`config.mk`:
```
export PLATFORM = sky130hd
export DESIGN_NAME = decode_stage
export DESIGN_NICKNAME = d
export VERILOG_FILES = /design/src/rtl/riscv_pkg.sv /design/src/rtl/imm_gen.sv /design/src/rtl/decode_stage.sv
export SDC_FILE = /design/constraint.sdc
export NUM_CORES = 1
export LEC_CHECK = 0
export CAP_MARGIN = 20
export CORE_MARGIN = 5
export CORE_UTILIZATION = 45
export DETAILED_ROUTE_END_ITERATION = 12
export PLACE_DENSITY = 0.87
export SYNTH_ARGS = -nofsm -noshare
export SYNTH_HDL_FRONTEND = slang
export SYNTH_SLANG_ARGS = --single-unit
export TNS_END_PERCENT = 100
```
`constraint.sdc`:
```
create_clock -name clk -period 5.2 [get_ports clk]
set_input_delay 0.78 -clock clk [delete_from_list [all_inputs] [get_ports clk]]
set_output_delay 0.78 -clock clk [all_outputs]
set_load 0.05 [all_outputs]
```
`src/rtl/riscv_pkg.sv`:
```
// RV32I shared definitions for the decode stage: data width, opcode map,
// op-class encoding and the per-opcode control decode.
package riscv_pkg;

  localparam int XLEN = 32;

  localparam logic [6:0] OPC_LUI    = 7'b0110111;
  localparam logic [6:0] OPC_AUIPC  = 7'b0010111;
  localparam logic [6:0] OPC_JAL    = 7'b1101111;
  localparam logic [6:0] OPC_JALR   = 7'b1100111;
  localparam logic [6:0] OPC_BRANCH = 7'b1100011;
  localparam logic [6:0] OPC_LOAD   = 7'b0000011;
  localparam logic [6:0] OPC_STORE  = 7'b0100011;
  localparam logic [6:0] OPC_OPIMM  = 7'b0010011;
  localparam logic [6:0] OPC_OP     = 7'b0110011;

  typedef enum logic [3:0] {
    ILLEGAL = 4'd0,
    LUI     = 4'd1,
    AUIPC   = 4'd2,
    JAL     = 4'd3,
    JALR    = 4'd4,
    BRANCH  = 4'd5,
    LOAD    = 4'd6,
    STORE   = 4'd7,
    OPIMM   = 4'd8,
    OP      = 4'd9
  } op_class_e;

  typedef struct packed {
    op_class_e op;
    logic      uses_rs1;
    logic      uses_rs2;
    logic      reg_write;
    logic      mem_read;
    logic      illegal;
  } ctrl_t;

  function automatic ctrl_t decode_ctrl(input logic [6:0] opcode);
    ctrl_t c;
    c = '{op: ILLEGAL, uses_rs1: 1'b0, uses_rs2: 1'b0,
          reg_write: 1'b0, mem_read: 1'b0, illegal: 1'b0};
    case (opcode)
      OPC_LUI:    begin c.op = LUI;    c.reg_write = 1'b1; end
      OPC_AUIPC:  begin c.op = AUIPC;  c.reg_write = 1'b1; end
      OPC_JAL:    begin c.op = JAL;    c.reg_write = 1'b1; end
      OPC_JALR:   begin c.op = JALR;   c.reg_write = 1'b1; c.uses_rs1 = 1'b1; end
      OPC_BRANCH: begin c.op = BRANCH; c.uses_rs1 = 1'b1;  c.uses_rs2 = 1'b1; end
      OPC_LOAD: begin
        c.op        = LOAD;
        c.reg_write = 1'b1;
        c.mem_read  = 1'b1;
        c.uses_rs1  = 1'b1;
      end
      OPC_STORE:  begin c.op = STORE;  c.uses_rs1 = 1'b1;  c.uses_rs2 = 1'b1; end
      OPC_OPIMM:  begin c.op = OPIMM;  c.reg_write = 1'b1; c.uses_rs1 = 1'b1; end
      OPC_OP: begin
        c.op        = OP;
        c.reg_write = 1'b1;
        c.uses_rs1  = 1'b1;
        c.uses_rs2  = 1'b1;
      end
      default:    c.illegal = 1'b1;
    endcase
    return c;
  endfunction

endpackage

```
`src/rtl/imm_gen.sv`:
```
// Combinational RV32I immediate generator: picks the I/S/B/U/J format from
// the opcode and sign-extends from instr[31]; OP and unknown opcodes give 0.
module imm_gen
  import riscv_pkg::*;
(
  input  logic [31:0]            instr,
  output logic signed [XLEN-1:0] imm
);

  logic signed [XLEN-1:0] imm_i, imm_s, imm_b, imm_u, imm_j;

  assign imm_i = {{(XLEN-12){instr[31]}}, instr[31:20]};
  assign imm_s = {{(XLEN-12){instr[31]}}, instr[31:25], instr[11:7]};
  assign imm_b = {{(XLEN-13){instr[31]}}, instr[31], instr[7], instr[30:25], instr[11:8], 1'b0};
  assign imm_u = {{(XLEN-32){instr[31]}}, instr[31:12], 12'b0};
  assign imm_j = {{(XLEN-21){instr[31]}}, instr[31], instr[19:12], instr[20], instr[30:21], 1'b0};

  always_comb begin
    imm = '0;
    case (instr[6:0])
      OPC_JALR, OPC_LOAD, OPC_OPIMM: imm = imm_i;
      OPC_STORE:                     imm = imm_s;
      OPC_BRANCH:                    imm = imm_b;
      OPC_LUI, OPC_AUIPC:            imm = imm_u;
      OPC_JAL:                       imm = imm_j;
      default:                       imm = '0;
    endcase
  end

endmodule

```
`src/rtl/decode_stage.sv`:
```
// RV32I instruction-decode stage feeding the ID/EX register, with load-use bubble.
// Optional macro DECODE_WB_BYPASS_EN forwards same-cycle write-back data into operands.
module decode_stage
  import riscv_pkg::*;
(
  input  logic            clk,
  input  logic            rst,
  input  logic            if_valid,
  output logic            if_ready,
  input  logic [31:0]     if_instr,
  input  logic [XLEN-1:0] if_pc,
  output logic [4:0]      A1,
  output logic [4:0]      A2,
  input  logic [XLEN-1:0] RD1,
  input  logic [XLEN-1:0] RD2,
  input  logic            wb_we,
  input  logic [4:0]      wb_rd,
  input  logic [XLEN-1:0] wb_data,
  input  logic            flush,
  input  logic            ex_ready,
  output logic            ex_valid,
  output logic [XLEN-1:0] ex_pc,
  output logic [XLEN-1:0] ex_rs1_val,
  output logic [XLEN-1:0] ex_rs2_val,
  output logic [XLEN-1:0] ex_imm,
  output logic [4:0]      ex_rs1,
  output logic [4:0]      ex_rs2,
  output logic [4:0]      ex_rd,
  output op_class_e       ex_op,
  output logic [2:0]      ex_funct3,
  output logic            ex_funct7b5,
  output logic            ex_mem_read,
  output logic            ex_reg_write,
  output logic            ex_illegal
);

  // Stage p0: combinational decode of the instruction offered by fetch
  logic [4:0]             rs1_p0, rs2_p0, rd_p0;
  ctrl_t                  ctrl_p0;
  logic signed [XLEN-1:0] imm_p0;
  logic [XLEN-1:0]        rs1_val_p0, rs2_val_p0;

  assign rs1_p0  = if_instr[19:15];
  assign rs2_p0  = if_instr[24:20];
  assign ctrl_p0 = decode_ctrl(if_instr[6:0]);
  assign rd_p0   = ctrl_p0.reg_write ? if_instr[11:7] : 5'd0;
  assign A1      = rs1_p0;
  assign A2      = rs2_p0;

  imm_gen u_imm_gen (
    .instr (if_instr),
    .imm   (imm_p0)
  );

`ifdef DECODE_WB_BYPASS_EN
  assign rs1_val_p0 = (rs1_p0 == 5'd0) ? '0 :
                      (wb_we && wb_rd == rs1_p0) ? wb_data : RD1;
  assign rs2_val_p0 = (rs2_p0 == 5'd0) ? '0 :
                      (wb_we && wb_rd == rs2_p0) ? wb_data : RD2;
`else
  // Without the bypass, the hazard unit upstream stalls a cycle on write-back conflicts.
  logic unused_wb;
  assign unused_wb  = ^{wb_we, wb_rd, wb_data};
  assign rs1_val_p0 = (rs1_p0 == 5'd0) ? '0 : RD1;
  assign rs2_val_p0 = (rs2_p0 == 5'd0) ? '0 : RD2;
`endif

  // ID/EX register state
  logic            vld_p1;
  logic [XLEN-1:0] pc_p1, rs1_val_p1, rs2_val_p1, imm_p1;
  logic [4:0]      rs1_p1, rs2_p1, rd_p1;
  op_class_e       op_p1;
  logic [2:0]      funct3_p1;
  logic            funct7b5_p1, mem_read_p1, reg_write_p1, illegal_p1;

  logic load_use, accept;

  // A load in ID/EX whose destination feeds the incoming instruction forces a bubble.
  assign load_use = vld_p1 && mem_read_p1 && (rd_p1 != 5'd0) && if_valid &&
                    ((ctrl_p0.uses_rs1 && rs1_p0 == rd_p1) ||
                     (ctrl_p0.uses_rs2 && rs2_p0 == rd_p1));

  assign if_ready = (!rst && !load_use && (!vld_p1 || ex_ready)) || flush;
  assign accept   = if_valid && if_ready;

  // Stage p1: ID/EX register
  always_ff @(posedge clk) begin
    if (rst) begin
      vld_p1       <= 1'b0;
      pc_p1        <= '0;
      rs1_val_p1   <= '0;
      rs2_val_p1   <= '0;
      imm_p1       <= '0;
      rs1_p1       <= '0;
      rs2_p1       <= '0;
      rd_p1        <= '0;
      op_p1        <= ILLEGAL;
      funct3_p1    <= '0;
      funct7b5_p1  <= 1'b0;
      mem_read_p1  <= 1'b0;
      reg_write_p1 <= 1'b0;
      illegal_p1   <= 1'b0;
    end else if (flush) begin
      vld_p1 <= 1'b0;
    end else if (accept) begin
      vld_p1       <= 1'b1;
      pc_p1        <= if_pc;
      rs1_val_p1   <= rs1_val_p0;
      rs2_val_p1   <= rs2_val_p0;
      imm_p1       <= imm_p0;
      rs1_p1       <= rs1_p0;
      rs2_p1       <= rs2_p0;
      rd_p1        <= rd_p0;
      op_p1        <= ctrl_p0.op;
      funct3_p1    <= if_instr[14:12];
      funct7b5_p1  <= if_instr[30];
      mem_read_p1  <= ctrl_p0.mem_read;
      reg_write_p1 <= ctrl_p0.reg_write;
      illegal_p1   <= ctrl_p0.illegal;
    end else if (ex_ready) begin
      vld_p1 <= 1'b0;
    end
  end

  assign ex_valid     = vld_p1;
  assign ex_pc        = pc_p1;
  assign ex_rs1_val   = rs1_val_p1;
  assign ex_rs2_val   = rs2_val_p1;
  assign ex_imm       = imm_p1;
  assign ex_rs1       = rs1_p1;
  assign ex_rs2       = rs2_p1;
  assign ex_rd        = rd_p1;
  assign ex_op        = op_p1;
  assign ex_funct3    = funct3_p1;
  assign ex_funct7b5  = funct7b5_p1;
  assign ex_mem_read  = mem_read_p1;
  assign ex_reg_write = reg_write_p1;
  assign ex_illegal   = illegal_p1;

endmodule

```
==> flow_metrics.tcl, run 1 <==
set metrics [dict create \
    grt_max_degree 65 \
    dieArea_mm2 0.0186 \
    num_vias 6501 \
    cts_resized 0 \
    rows 46 \
    core_area_mm2 0.0158 \
    numCtsBuffers 17 \
    synth_edf_count 0 \
    relSlewSlack_pct 45.7 \
    final-setup-viol-count 0 \
    areaGrowthSynthToFinish_pct 48.9 \
    fin_crit_sh_pct 82.3 \
    port_buffers 298 \
    worstPathArrival_ns 3.50 \
    stdcell_count 1254 \
    whs_path_depth 2 \
    dp_hpwl_um 16200 \
    grt_pass1_vias 6409 \
    multiInputGateArea_mm2 0.00363 \
    drtPass1Iterations 5 \
    clk_path_buf_depth 2 \
    synth_area_mm2 0.00717 \
    dominantRegCellSynth "dfxtp_1" \
    antenna_found_initial 0 \
    start_util_pct 45.5 \
    setup_ws_ns 0.918 \
    diodes 0 \
    clk_pin_slew_ns 0.06 \
    yosysUniqueCellTypes 48 \
    wl_per_cell_um 17.6 \
    ff_latch_area_mm2 0.00310 \
    p_per_area_mw_per_mm2 279 \
    grt_pass1_wl_um 33900 \
    cts_tree "done" \
    drc 0 \
    synth_simple_gate_area_share_pct 19.6 \
    layout_commonest_cell "clkdlybuf4s50_1" \
    fmax_mhz 234 \
    gp_congestion 0.849 \
    ys_async_sr_fraction_pct 0 \
    crit_type "in -> out" \
    synth_area_per_cell_um2 9.32 \
    yosys.area_share.adder_pct 0 \
    die_x_um 136 \
    htreeDepth 4 \
    worstHoldPathType "reg -> reg" \
    hold_viol 0 \
    post-route-min-period_ns 4.28 \
    power_leakage_nw 4.45 \
    path_max_fanout 15 \
    clock_latency_ns 0.42 \
    run_status "complete, no violations" \
    synth-seq-cells 155 \
    cts_setup_buffers 0 \
    cts.sink_count 155 \
    grtUsageTotal_pct 23.3 \
    synth_top_family_by_area "multiplexers" \
    drt_iter0_markers 448 \
    worst_slew_pin_slew_ns 0.812 \
    synthMuxAreaShare_pct 20.0 \
    yosys_warnings 0 \
    grt_setup_unrepaired "false" \
    final_util_pct 67.7 \
    dp_cells 1224 \
    nNetsFinal 1198 \
    synth_xor_area_share_pct 1.22 \
    die_y_um 136 \
    synth_compound_area_share_pct 9.60 \
    ioPinCount 337 \
    fin_skew_ns 0.0125 \
    cap_violations 0 \
    ctsRootBufferMaster "clkbuf_16" \
    place_area_mm2 0.0101 \
    dp_slack_ns 0.948 \
    ant_nets 0 \
    postCtsHoldBufs 0 \
    fillerInstances 1258 \
    ys_seq_area_share_pct 43.3 \
    netlist_instances 769 \
    grt-ovfl-total 0 \
    crit_path_start_kind "primary input" \
    tns_ns 0 \
    reg2reg_depth 7 \
    final_cell_mix "clkdlybuf4s50_1, nand2_1, dfxtp_1" \
    drive_above_1_share_pct 11.3 \
    maxSlewViolCount 0 \
    finalInstanceArea_mm2 0.0107 \
    crit_required_ns 4.42 \
    vias_per_cell 5.18 \
    wirelength_um 22100 \
    syn_nets 940 \
    vdd_drop_max_mv 0.205 \
    critPathCaptureType "output pin" \
]
-- worst paths after layout --
path                                  to  slack (ns)                         from
max                             if_ready        0.92                  if_instr[4]
min          ex_rs2_val[25]$_SDFFE_PP0P_        0.46  ex_rs2_val[25]$_SDFFE_PP0P_
max reg2reg       ex_rs2[3]$_SDFFE_PP0P_        2.44        ex_rd[2]$_SDFFE_PP0P_
min reg2reg  ex_rs2_val[25]$_SDFFE_PP0P_        0.46  ex_rs2_val[25]$_SDFFE_PP0P_
-- cells in the mapped netlist, drive strengths merged, types with 8 or more instances --
library cell | n | share of area [%]
nand2 | 172 | 9.0
dfxtp | 155 | 43
mux2i | 89 | 12
nor2b | 50 | 4.4
mux2 | 48 | 7.5
clkbuf | 40 | 2.1
buf | 33 | 4.1
nand3 | 22 | 1.5
a22oi | 16 | 1.7
o21ai | 14 | 0.98
a31oi | 12 | 1.0
a32oi | 11 | 1.3
nor2 | 11 | 0.58
or3b | 11 | 1.3
xor2 | 10 | 1.2
a21boi | 9 | 0.94
nor3 | 9 | 0.63
a21oi | 8 | 0.56
-- per-stage QoR --
step | total power [mW] | hold slack (ns)
global route | 3.09 | 0.482
detailed placement | 1.80 | 0.452
floorplan | 1.58 | 0.677
finish | 2.97 | 0.456
global placement | 1.80 | 0.443
CTS | 3.00 | 0.460
-- state kept, by name, indices dropped and copies added, names as in the netlist --
signal and cells:
ex_funct3 3, ex_funct7b5 1, ex_illegal 1, ex_imm 32, ex_mem_read 1, ex_op 4, ex_pc 32, ex_rd 5
ex_reg_write 1, ex_rs1 5, ex_rs1_val 32, ex_rs2 5, ex_rs2_val 32, ex_valid 1
-- cells by family after synthesis --
family	Yosys count
flip-flops	155
buffers and inverters	75
AND/OR/NAND/NOR	296
AO/OA/AOI/OAI	96
multiplexers	137
XOR/XNOR	10
-- critical path: stages --
cell,delay (ns)
clkdlybuf4s50_1,0.65
nand3b_1,0.39
a2111oi_2,0.37
a22o_1,0.23
a211oi_1,0.08
or2_2,0.30
clkdlybuf4s50_1,0.70
-- routing by layer --
| metal | vias to the layer above | share of wire, % | routed length (um) | track usage, % |
|---|---|---|---|---|
| li1 | 3167 | - | - | - |
| met2 | 271 | 48 | 10600 | 38.4 |
| met1 | 3022 | 40 | 8820 | 27.4 |
| met5 | - | 0 | 0 | 0 |
| met3 | 41 | 9.7 | 2140 | 9.25 |
| met4 | 0 | 2.3 | 503 | 8.68 |
-- report_power, final --
group / internal, mW / total, mW / switching (mW)
clock: 0.701 / 1.20 / 0.496
combinational: 0.226 / 0.532 / 0.305
sequential: 1.23 / 1.25 / 0.0184
total: 2.15 / 2.97 / 0.820
-- final cells by class --
class,instances,area share [%]
repair buffers,312,29.1
flip-flops and latches,155,29.1
well taps,216,2.53
clock inverters,11,1.16
inverters,2,0.0820
clock buffers,19,4.06
multi-input cells,539,34.0
No activity file was read; power rests on OpenSTA's default activity.
==> inputs of run 2 (changes only) <==
CORE_UTILIZATION = 38   (was 45)
PLACE_DENSITY = 0.78   (was 0.87)
clock period = 3.9 ns   (was 5.2 ns; I/O delays follow)
==> flow_metrics.tcl, run 2 (same netlist as run 1, synthesis figures left out) <==
set metrics [dict create \
    max_stage_delay_ns 0.58 \
    grt_pass1_vias 6441 \
    crit_path_start_kind "primary input" \
    num_vias 6494 \
    critical-path-slowest-cell "clkdlybuf4s50_1" \
    cts_setup_buffers 0 \
    run_status "complete, no violations" \
    numCtsBuffers 17 \
    cap_violations 0 \
    endpoint "if_ready" \
    crit_family "simple AND/OR/NAND/NOR gates" \
    vdd_drop_max_mv 0.332 \
    clk_pin_slew_ns 0.06 \
    p_per_area_mw_per_mm2 365 \
    final_cell_mix "clkdlybuf4s50_1, nand2_1, dfxtp_1" \
    htreeDepth 4 \
    wirelength_um 23200 \
    relSlewSlack_pct 42.6 \
    p_comb_share_pct 18.3 \
    dp_slack_ns 0.621 \
    ant_nets 0 \
    dp_hpwl_um 16800 \
    dieArea_mm2 0.0217 \
    fin_crit_sh_pct 84.7 \
    cts.sink_count 155 \
    clock_latency_ns 0.42 \
    drtPass1Iterations 5 \
    ctsRootBufferMaster "clkbuf_16" \
    dp_cells 1256 \
    p_int_mw 2.84 \
    core_area_mm2 0.0186 \
    fillerInstances 1651 \
    p_seq_share_pct 42.2 \
    critPathCaptureType "output pin" \
    wl_per_cell_um 18.0 \
    drc 0 \
    ioPinCount 337 \
    rows 50 \
    critical_path.cell_chain "clkdlybuf4s50_1, nand4bb_1, nor4_1, a22o_1, a211oi_1, or2_2, buf_4" \
    min_from "ex_rs1_val[2]$_SDFFE_PP0P_" \
    antenna_found_initial 0 \
    reg2reg_depth 7 \
    p_total_mw 3.94 \
    fin_skew_ns 0.0108 \
    stdcell_count 1288 \
    gp_congestion 0.840 \
    grt_max_degree 87 \
    grt-ovfl-total 0 \
    port_buffers 298 \
    power.net_switching_mw 1.10 \
    areaGrowthSynthToFinish_pct 50.7 \
    crit_type "in -> out" \
    postCtsHoldBufs 0 \
    final_util_pct 58.0 \
    setup_ws_ns 0.596 \
    nNetsFinal 1212 \
    start_util_pct 38.4 \
    cp_num_buf_inv 2 \
    drive_above_1_share_pct 12.5 \
    grt_pass1_wl_um 35700 \
    reg2reg_slack_ns 1.68 \
    worstPathArrival_ns 2.72 \
    drt_iter0_markers 332 \
    crit_start "if_instr[2]" \
    die_x_um 147 \
    maxSlewViolCount 0 \
    layout_commonest_cell "clkdlybuf4s50_1" \
    vias_per_cell 5.04 \
    post-route-min-period_ns 3.30 \
    cts_resized 0 \
    multiInputGateArea_mm2 0.00363 \
    hold_viol 0 \
    die_y_um 147 \
    final-setup-viol-count 0 \
    r2r-end "ex_rs2_val[25]$_SDFFE_PP0P_" \
    grtUsageTotal_pct 20.7 \
    clk_path_buf_depth 2 \
    grt_setup_unrepaired "false" \
    path_depth 7 \
    power_leakage_nw 4.51 \
    fmax_mhz 303 \
    power.share.switching_pct 27.8 \
    diodes 0 \
    ff_latch_area_mm2 0.00310 \
    worstHoldPathType "reg -> reg" \
    clock_power_share_pct 39.5 \
    tns_ns 0 \
    r2r-start "ex_rd[2]$_SDFFE_PP0P_" \
    worst_slew_pin_slew_ns 0.861 \
    crit_required_ns 3.31 \
    cts_tree "done" \
    path_max_fanout 10 \
]
run 2: cell count changes in the layout (fill, tap and decap cells not counted):
| cell | delta |
|---|---|
| buf_4 | +14 |
| clkdlybuf4s50_1 | -1 |
| buf_12 | +1 |
| clkbuf_8 | +1 |
| clkbuf_1 | +2 |
| bufinv_16 | -1 |
run 2: power by group through the flow:
| stage | registers, mW | logic [mW] | clock network (mW) |
|---|---|---|---|
| after global routing | 1.67 | 0.760 | 1.67 |
| final | 1.66 | 0.722 | 1.56 |
| after global placement | 1.69 | 0.717 | 0 |
| after detailed placement | 1.70 | 0.724 | 0 |
| after floorplan | 1.88 | 0.229 | 0 |
| after CTS | 1.66 | 0.727 | 1.60 |
run 2: final cells by class:
class | instances | area share, %
multi-input cells | 539 | 33.6
repair buffers | 326 | 29.8
flip-flops and latches | 155 | 28.7
clock buffers | 22 | 4.20
well taps | 234 | 2.71
clock inverters | 10 | 0.869
inverters | 2 | 0.0811
run 2: per-stage QoR:
stage | hold slack (ns) | area (um^2)
global placement | 0.443 | 10300
CTS | 0.459 | 10800
global route | 0.470 | 10800
detailed placement | 0.451 | 10300
finish | 0.456 | 10800
floorplan | 0.677 | 7170
run 2: worst min path at each step:
stage	end	slack (ns)	depth (start not counted)
6_report	ex_rs1_val[2]$_SDFFE_PP0P_	0.46	2
4_1_cts	ex_rs1_val[2]$_SDFFE_PP0P_	0.46	2
3_3_place_gp	ex_rs1_val[19]$_SDFFE_PP0P_	0.44	2
2_1_floorplan	ex_op[3]$_SDFFE_PP0P_	0.68	2
5_1_grt	ex_rs1_val[15]$_SDFFE_PP0P_	0.47	2
3_5_place_dp	ex_rs1_val[2]$_SDFFE_PP0P_	0.45	2
run 2: routing by layer:
metal	GRT usage, %	part of all wire [%]	up-vias
li1	-	-	3198
met4	7.08	2.2	0
met1	24.7	41	3040
met5	0	0	-
met2	34.4	49	222
met3	7.46	8.3	34
run 2: worst min-delay path, cell delays in order (launching register included):
cell     delay [ns]
dfxtp_1        0.31
nand2_1        0.05
mux2i_1        0.05
